[src/rtl/cpu_regfile_pkg.sv]
// Shared definitions for the register-bank port sequencer: widths, FSM states,
// and the x0 read-gating helper.
package cpu_regfile_pkg;

  localparam int unsigned DATA_WIDTH     = 32;
  localparam int unsigned REG_ADDR_WIDTH = 4;

  // Architectural zero register index
  localparam logic [REG_ADDR_WIDTH-1:0] ZERO_REG = '0;

  // Sequencer states: one write slot, or three bank-port cycles plus a result cycle
  typedef enum logic [2:0] {
    IDLE = 3'd0,
    WR   = 3'd1,
    RD1  = 3'd2,
    RD2  = 3'd3,
    RD3  = 3'd4,
    DONE = 3'd5
  } seq_state_t;

  // x0 always reads as zero, whatever the bank returns for index 0
  function automatic logic [DATA_WIDTH-1:0] x0_gate(
    input logic [REG_ADDR_WIDTH-1:0] idx,
    input logic [DATA_WIDTH-1:0]     data
  );
    return (idx == ZERO_REG) ? '0 : data;
  endfunction

endpackage

[src/rtl/register_port_sequencer_if.sv]
// Bundle of the decode read channel, execute writeback channel, and the
// single-port register bank connection seen by the sequencer.
interface register_port_sequencer_if;
  import cpu_regfile_pkg::*;

  // Operand read request / response
  logic                      readValid;
  logic                      readReady;
  logic [REG_ADDR_WIDTH-1:0] rs1;
  logic [REG_ADDR_WIDTH-1:0] rs2;
  logic                      operandsValid;
  logic [DATA_WIDTH-1:0]     rs1Value;
  logic [DATA_WIDTH-1:0]     rs2Value;

  // Writeback request
  logic                      wbValid;
  logic                      wbReady;
  logic [REG_ADDR_WIDTH-1:0] wbReg;
  logic [DATA_WIDTH-1:0]     wbData;

  // Register bank port
  logic [REG_ADDR_WIDTH-1:0] bankRegNum;
  logic [DATA_WIDTH-1:0]     bankDataIn;
  logic                      bankWriteEnable;
  logic [DATA_WIDTH-1:0]     bankDataOut;

  // Sequencer side
  modport slave (
    input  readValid, rs1, rs2, wbValid, wbReg, wbData, bankDataOut,
    output readReady, operandsValid, rs1Value, rs2Value, wbReady,
           bankRegNum, bankDataIn, bankWriteEnable
  );

  // Requester / bank side
  modport master (
    output readValid, rs1, rs2, wbValid, wbReg, wbData, bankDataOut,
    input  readReady, operandsValid, rs1Value, rs2Value, wbReady,
           bankRegNum, bankDataIn, bankWriteEnable
  );

endinterface

[src/rtl/register_port_sequencer.sv]
// Serializes operand reads and writebacks onto the single-port 16x32 register
// bank. Writeback wins over reads in IDLE; x0 reads return zero and x0 writes
// never reach the bank.
module register_port_sequencer #(
  parameter int unsigned DATA_WIDTH     = cpu_regfile_pkg::DATA_WIDTH,
  parameter int unsigned REG_ADDR_WIDTH = cpu_regfile_pkg::REG_ADDR_WIDTH
) (
  input logic                        clk,
  input logic                        reset,
  register_port_sequencer_if.slave   bus
);
  import cpu_regfile_pkg::*;

  seq_state_t                r_state;
  logic [REG_ADDR_WIDTH-1:0] r_rs1;
  logic [REG_ADDR_WIDTH-1:0] r_rs2;
  logic [DATA_WIDTH-1:0]     r_rs1_value;
  logic [DATA_WIDTH-1:0]     r_rs2_value;
  logic                      r_operands_valid;
  logic [REG_ADDR_WIDTH-1:0] r_bank_reg_num;
  logic [DATA_WIDTH-1:0]     r_bank_data_in;
  logic                      r_bank_we;

  logic w_idle;
  logic w_wb_accept;
  logic w_rd_accept;

  // Handshake decode: only IDLE accepts, and a pending writeback blocks reads
  assign w_idle      = (r_state == IDLE);
  assign w_wb_accept = w_idle && bus.wbValid;
  assign w_rd_accept = w_idle && bus.readValid && !bus.wbValid;

  // FSM with registered bank address/data/strobe and operand capture
  always_ff @(posedge clk) begin
    if (reset) begin
      r_state          <= IDLE;
      r_rs1            <= '0;
      r_rs2            <= '0;
      r_rs1_value      <= '0;
      r_rs2_value      <= '0;
      r_operands_valid <= 1'b0;
      r_bank_reg_num   <= '0;
      r_bank_data_in   <= '0;
      r_bank_we        <= 1'b0;
    end else begin
      // Bank port idles at zero and the result strobe is a single pulse
      r_operands_valid <= 1'b0;
      r_bank_reg_num   <= '0;
      r_bank_data_in   <= '0;
      r_bank_we        <= 1'b0;

      case (r_state)
        IDLE: begin
          if (w_wb_accept) begin
            r_bank_reg_num <= bus.wbReg;
            r_bank_data_in <= bus.wbData;
            r_bank_we      <= (bus.wbReg != REG_ADDR_WIDTH'(ZERO_REG));
            r_state        <= WR;
          end else if (w_rd_accept) begin
            r_rs1          <= bus.rs1;
            r_rs2          <= bus.rs2;
            r_bank_reg_num <= bus.rs1;
            r_state        <= RD1;
          end
        end
        WR: begin
          r_state <= IDLE;
        end
        RD1: begin
          r_bank_reg_num <= r_rs2;
          r_state        <= RD2;
        end
        RD2: begin
          // Bank output now reflects rs1 addressed during RD1
          r_rs1_value    <= x0_gate(r_rs1, bus.bankDataOut);
          r_bank_reg_num <= r_rs2;
          r_state        <= RD3;
        end
        RD3: begin
          // Bank output now reflects rs2 addressed during RD2
          r_rs2_value      <= x0_gate(r_rs2, bus.bankDataOut);
          r_operands_valid <= 1'b1;
          r_state          <= DONE;
        end
        DONE: begin
          r_state <= IDLE;
        end
        default: begin
          r_state <= IDLE;
        end
      endcase
    end
  end

  // Ready signals follow the current request so the handshake closes in one edge
  assign bus.readReady       = w_rd_accept || (w_idle && !bus.wbValid);
  assign bus.wbReady         = w_idle;

  // Reset kills an in-flight write strobe immediately
  assign bus.bankWriteEnable = r_bank_we && !reset;

  assign bus.bankRegNum      = r_bank_reg_num;
  assign bus.bankDataIn      = r_bank_data_in;
  assign bus.operandsValid   = r_operands_valid;
  assign bus.rs1Value        = r_rs1_value;
  assign bus.rs2Value        = r_rs2_value;

endmodule

[src/flat_wrapper.sv]
// flat-port wrapper written by rule: the top's interface ports become plain ports
module register_port_sequencer_flat import cpu_regfile_pkg::*;
#(
  parameter int unsigned DATA_WIDTH     = cpu_regfile_pkg::DATA_WIDTH,
  parameter int unsigned REG_ADDR_WIDTH = cpu_regfile_pkg::REG_ADDR_WIDTH
)
  (clk, reset, bus_readValid, bus_rs1, bus_rs2, bus_wbValid, bus_wbReg, bus_wbData, bus_bankDataOut, bus_readReady, bus_operandsValid, bus_rs1Value, bus_rs2Value, bus_wbReady, bus_bankRegNum, bus_bankDataIn, bus_bankWriteEnable);
  register_port_sequencer_if bus_i ();
  input logic clk;
  input logic reset;
  input wire logic [$bits(bus_i.readValid)-1:0] bus_readValid;
  input wire logic [$bits(bus_i.rs1)-1:0] bus_rs1;
  input wire logic [$bits(bus_i.rs2)-1:0] bus_rs2;
  input wire logic [$bits(bus_i.wbValid)-1:0] bus_wbValid;
  input wire logic [$bits(bus_i.wbReg)-1:0] bus_wbReg;
  input wire logic [$bits(bus_i.wbData)-1:0] bus_wbData;
  input wire logic [$bits(bus_i.bankDataOut)-1:0] bus_bankDataOut;
  output wire logic [$bits(bus_i.readReady)-1:0] bus_readReady;
  output wire logic [$bits(bus_i.operandsValid)-1:0] bus_operandsValid;
  output wire logic [$bits(bus_i.rs1Value)-1:0] bus_rs1Value;
  output wire logic [$bits(bus_i.rs2Value)-1:0] bus_rs2Value;
  output wire logic [$bits(bus_i.wbReady)-1:0] bus_wbReady;
  output wire logic [$bits(bus_i.bankRegNum)-1:0] bus_bankRegNum;
  output wire logic [$bits(bus_i.bankDataIn)-1:0] bus_bankDataIn;
  output wire logic [$bits(bus_i.bankWriteEnable)-1:0] bus_bankWriteEnable;
  assign bus_i.readValid = bus_readValid;
  assign bus_i.rs1 = bus_rs1;
  assign bus_i.rs2 = bus_rs2;
  assign bus_i.wbValid = bus_wbValid;
  assign bus_i.wbReg = bus_wbReg;
  assign bus_i.wbData = bus_wbData;
  assign bus_i.bankDataOut = bus_bankDataOut;
  assign bus_readReady = bus_i.readReady;
  assign bus_operandsValid = bus_i.operandsValid;
  assign bus_rs1Value = bus_i.rs1Value;
  assign bus_rs2Value = bus_i.rs2Value;
  assign bus_wbReady = bus_i.wbReady;
  assign bus_bankRegNum = bus_i.bankRegNum;
  assign bus_bankDataIn = bus_i.bankDataIn;
  assign bus_bankWriteEnable = bus_i.bankWriteEnable;
  register_port_sequencer #(.DATA_WIDTH(DATA_WIDTH), .REG_ADDR_WIDTH(REG_ADDR_WIDTH)) u_core (.clk(clk), .reset(reset), .bus(bus_i));
endmodule
[config.mk]
export PLATFORM = sky130hd
export DESIGN_NAME = register_port_sequencer_flat
export DESIGN_NICKNAME = d
export VERILOG_FILES = /design/src/rtl/cpu_regfile_pkg.sv /design/src/rtl/register_port_sequencer_if.sv /design/src/rtl/register_port_sequencer.sv /design/src/flat_wrapper.sv
export SDC_FILE = /design/constraint.sdc
export NUM_CORES = 1
export LEC_CHECK = 0
export ABC_AREA = 1
export CORE_UTILIZATION = 44
export DETAILED_ROUTE_END_ITERATION = 6
export PLACE_DENSITY = 0.83
export SYNTH_ARGS = -nofsm -noshare
export SYNTH_HDL_FRONTEND = slang
export SYNTH_SLANG_ARGS = --single-unit
export TNS_END_PERCENT = 1
[constraint.sdc]
create_clock -name clk -period 3.25 [get_ports clk]
set_input_delay 0.65 -clock clk [delete_from_list [all_inputs] [get_ports clk]]
set_output_delay 0.65 -clock clk [all_outputs]
set_load 0.03 [all_outputs]
==> flow_summary.yaml, run 1 <==
status:
  status: "completed"
global_routing:
  antenna_found_initial: 0
  grt_max_degree: 47
  track_usage_pct: 24.9
  grt_overflow_total: 0
  grt_pass1_vias: 3923
  grt_pass1_wl_mm: 18.8
synth:
  ys.flop_type: "dfxtp_1"
  synthCells: 482
  synth_top_area_cell: "dfxtp_1"
  synth_cell_types: 23
  async_reset_ff_share_pct: 0
  ys_ff_latch: 113
  yosysSeqAreaShare_pct: 56.6
  syn_nets: 562
  syn_area_um2: 4000
  yosysWarnings: 0
  synth_top_area_share_pct: 56.6
  avgSynthCellArea_um2: 8.29
  ys_top_cells_by_count: "dfxtp_1, nor2_1, a21oi_1"
  synthTopCellsByArea: "dfxtp_1, nor2_1, a21oi_1, o21ai_0, inv_1"
  synth_edf_count: 0
timing:
  rsz0062_at_grt: "false"
  slew_violations: 0
  fmaxAchievable_mhz: 364
  finalClockSkew_ns: 0.0116
  finalSetupTns_ns: 0
  worst_pin_slew_ns: 1.18
  hold_viol_final: 0
  period_minus_slack_ns: 2.75
  fin_crit_sh_pct: 84.5
  finalSetupViolCount: 0
  relSlewSlack_pct: 20.9
place:
  finalWeightedCongestion: 0.825
  port_buffers: 183
  placed_cells: 742
  dp_hpwl_mm: 7.49
floorplanning:
  start_util_pct: 45.6
  die-width_um: 97.3
  dieArea_um2: 9470
  num_rows: 34
  die_h_um: 97.3
  core_um2: 8760
  ioPinCount: 184
drt:
  viasPerCell: 5.00
  first_pass_iters: 4
  wire_per_inst_um: 14.8
  drc: 0
  final_antenna_net_count: 0
  dr_total_vias: 3867
  totalWireLength_mm: 11.4
  drtIter0Drc: 168
final_layout:
  fin_cells: 773
  final_nets: 733
  diodes: 0
  drive_gt1_share_pct: 6.32
  area_delta_synth_final_pct: 57.9
  n_fill_cell: 655
hold_path:
  hold_path_class: "flop to flop"
clock_tree:
  cts_root_buf: "clkbuf_8"
  numCtsBuffers: 17
  cts_tree: "yes"
  path_clk_slew_ns: 0.05
  postCtsSetupBuffers: 0
  cts_resized: 0
  cts.sinks: 113
  clk_latency_ns: 0.50
  cts_max_path_buffers: 2
  h-tree-depth: 4
  cts_hold_buf: 0
pwr:
  ir_drop_v: 0.000355
  p_leak_uw: 0.00274
  powerDensity_nw_per_um2: 566
job:
  cap_violations: 0
setup_path:
  crit_arrival_ns: 2.10
  crit_fanout: 9
  cp-start-kind: "input port"
  critPathCaptureType: "output pin"
  reg2reg_slack_ns: 1.32
  path_class: "input port to output pin"
  worstPathRequired_ns: 2.60
-- routing by layer --
layer  routed length, um  track usage [%]
met5                   0                0
met4                 180             11.2
met3                1140             10.2
met2                5490             42.0
met1                4610             27.5
-- layout make-up --
class                      instances  area, um^2  share of cell area (%)
clock buffer                      21         449                    7.12
clock inverter                    10        87.6                    1.39
multi-input combinational        292        1360                    21.6
tap                              108         135                    2.14
timing repair buffer             185        1850                    29.3
inverter                          44         169                    2.68
sequential                       113        2260                    35.9
-- power breakdown --
group / total [uW] / internal, uW / switching (uW)
clock network: 1640 / 1040 / 604
logic: 463 / 199 / 264
registers: 1470 / 1440 / 26.4
total: 3570 / 2680 / 894
-- per-stage QoR --
stage / utilization [%] / setup slack (ns) / hold slack (ns) / instance area (um^2) / power, uW
2_1_floorplan: - / 1.36 / 0.441 / 4000 / 1730
3_3_place_gp: 65.9 / 0.539 / 0.451 / 5770 / 1950
3_5_place_dp: 65.9 / 0.508 / 0.457 / 5770 / 1950
4_1_cts: 72.0 / 0.503 / 0.465 / 6310 / 3600
5_1_grt: 72.0 / 0.451 / 0.481 / 6310 / 3710
6_report: 72.0 / 0.503 / 0.466 / 6310 / 3570
-- critical path, cell delays in order --
cell and delay, ns:
clkdlybuf4s50_1 0.59, nor2_1 0.18, clkdlybuf4s50_1 0.68
-- logic make-up (layout without fill, tap and decap cells) --
group | after synthesis | count (layout) | share of synthesized area [%]
AND/OR/NAND/NOR | 152 | 152 | 16.4
AO/OA/AOI/OAI | 140 | 140 | 17.6
flip-flops | 113 | 113 | 56.6
buffers and inverters | 77 | 260 | 9.36
-- path summary, 6_finish.rpt --
check                    startpoint                      end  cells after the start
setup / recovery        bus_wbValid            bus_readReady                      3
hold reg to reg     u_core.r_rs1[1]          u_core.r_rs1[1]                      2
hold / removal      u_core.r_rs1[1]          u_core.r_rs1[1]                      2
setup reg to reg  u_core.r_state[2]  u_core.bus.rs1Value[11]                      5
-- cell usage in the layout (no fill, tap or decap), types with 3 or more instances in the layout --
cell type / instances
clkdlybuf4s50_1: 183
nor2_1: 113
dfxtp_1: 113
a21oi_1: 71
o21ai_0: 53
inv_1: 40
clkbuf_16: 16
nand2_1: 15
o21ai_1: 15
nand3_1: 9
nand4_1: 7
clkinv_2: 5
clkinvlp_4: 5
clkbuf_8: 3
-- registers in the layout, summed over array words and instances (netlist names) --
name / flops
u_core.bus.bankDataIn: 32
u_core.bus.rs1Value: 32
u_core.bus.rs2Value: 32
u_core.bus.bankRegNum: 4
u_core.r_rs1: 4
u_core.r_rs2: 4
u_core.r_state: 3
u_core.bus.operandsValid: 1
u_core.r_bank_we: 1
(Power assumes the default switching activity.)
==> run 2: changes to the inputs <==
- CORE_UTILIZATION: 44 -> 41
- PLACE_DENSITY: 0.83 -> 0.78
- clock period: 3.25 -> 2.8 ns (I/O delays scaled with it)
==> run 2 against run 1 <==
  * Count of clock-buffer cells in the layout fell by 1
  * Largest power group unchanged
  * Critical endpoint unchanged
  * Routed wire length fell by 0.88%
  * Global-route usage fell by 2.7 points
  * Worst setup slack got worse by 0.29 ns
==> flow_summary.yaml, run 2 (synthesized netlist as in run 1, its figures left out) <==
clock_tree:
  cts_hold_buf: 0
  clk_latency_ns: 0.50
  numCtsBuffers: 17
  cts_resized: 0
  cts_root_buf: "clkbuf_8"
  cts.sinks: 113
  cts_max_path_buffers: 2
  postCtsSetupBuffers: 0
  cts_tree: "yes"
  h-tree-depth: 4
  path_clk_slew_ns: 0.05
final_layout:
  fin_util_pct: 68.7
  final_common_cell: "clkdlybuf4s50_1"
  area_delta_synth_final_pct: 60.3
  final_nets: 736
  diodes: 0
  layout_common_cells: "clkdlybuf4s50_1, nor2_1, dfxtp_1"
  drive_gt1_share_pct: 6.88
timing:
  fmaxAchievable_mhz: 386
  finalSetupTns_ns: 0
  rsz0062_at_grt: "false"
  relSlewSlack_pct: 64.1
  finalClockSkew_ns: 0.00691
  finalSetupViolCount: 0
  hold_viol_final: 0
  period_minus_slack_ns: 2.59
  fin_crit_sh_pct: 92.5
  worst_pin_slew_ns: 0.538
  slew_violations: 0
setup_path:
  critPathCaptureType: "output pin"
  worstPathRequired_ns: 2.24
  cp-start-kind: "flop"
  crit_arrival_ns: 2.03
  path_class: "flop to output pin"
  crit_fanout: 8
global_routing:
  track_usage_pct: 22.2
  grt_max_degree: 42
  antenna_found_initial: 0
  grt_pass1_vias: 3740
  grt_pass1_wl_mm: 17.4
  grt_overflow_total: 0
drt:
  wire_per_inst_um: 14.2
  first_pass_iters: 5
  viasPerCell: 4.88
  drtIter0Drc: 146
  drc: 0
  final_antenna_net_count: 0
  dr_total_vias: 3898
  totalWireLength_mm: 11.3
job:
  cap_violations: 0
pwr:
  p_leak_uw: 0.00277
  p_sw_share_pct: 25.3
  power_switching_uw: 1080
  ir_drop_v: 0.000500
  p_int_uw: 3200
  power.clock.fraction_pct: 47.4
  combPwrFrac_pct: 12.9
  p_seq_share_pct: 39.7
  powerDensity_nw_per_um2: 669
floorplanning:
  die-width_um: 101
  die_h_um: 101
  core_um2: 9330
  num_rows: 35
  start_util_pct: 42.8
  dieArea_um2: 10100
  ioPinCount: 184
hold_path:
  hold_path_class: "flop to flop"
place:
  dp_hpwl_mm: 7.64
  port_buffers: 183
  finalWeightedCongestion: 0.826
status:
  status: "completed"
==> run 2: path summary, 6_finish.rpt <==
kind	from	cells after the start	to	slack (ns)
max	u_core.r_state[1]	4	bus_readReady	0.21
min	u_core.r_rs1[1]	2	u_core.r_rs1[1]	0.47
max reg2reg	u_core.r_state[2]	5	u_core.bus.rs1Value[22]	0.82
min reg2reg	u_core.r_rs1[1]	2	u_core.r_rs1[1]	0.47
==> run 2: area by class of cell <==
cell class	instances	area, um^2
Fill cell	753	2920
Sequential cell	113	2260
Timing Repair Buffer	188	1880
Multi-Input combinational cell	292	1360
Clock buffer	20	435
Inverter	44	169
Tap cell	129	161
Clock inverter	12	135
==> run 2: worst max-delay path, stage by stage, from the launching register on <==
cell and delay [ns]:
dfxtp_1 0.42, nor2_4 0.25, nand2_1 0.10, nor2_1 0.09
clkdlybuf4s50_1 0.67
==> run 2: per-layer routing <==
layer  vias to the layer above  track usage [%]  share of wire [%]
li1                       1912                -                  -
met1                      1761             23.9                 40
met2                       204             38.7                 48
met3                        21             8.81                 10
met4                         0             9.25                1.5
met5                         -                0                  0
==> run 2: metrics by stage <==
| step | hold WS [ns] | instances | power, uW | area [um^2] | setup WS, ns |
|---|---|---|---|---|---|
| after floorplan | 0.441 | 482 | 2010 | 4000 | 1.09 |
| after global placement | 0.451 | 766 | 2280 | 5830 | 0.365 |
| after detailed placement | 0.457 | 766 | 2280 | 5830 | 0.384 |
| after CTS | 0.465 | 798 | 4310 | 6400 | 0.193 |
| after global routing | 0.491 | 798 | 4430 | 6400 | 0.0882 |
| final | 0.465 | 798 | 4280 | 6400 | 0.209 |
==> run 2: power groups by stage <==
stage | Sequential, uW | Combinational (uW) | Clock [uW]
floorplan | 1830 | 187 | 0
global placement | 1730 | 544 | 0
detailed placement | 1730 | 549 | 0
CTS | 1700 | 552 | 2060
global route | 1700 | 588 | 2130
finish | 1700 | 552 | 2030
==> run 3: changes to the inputs <==
- TNS_END_PERCENT: 1 -> 10
==> results of run 3 <==
The final DEF is identical to that of run 2; final timing and power are the same.
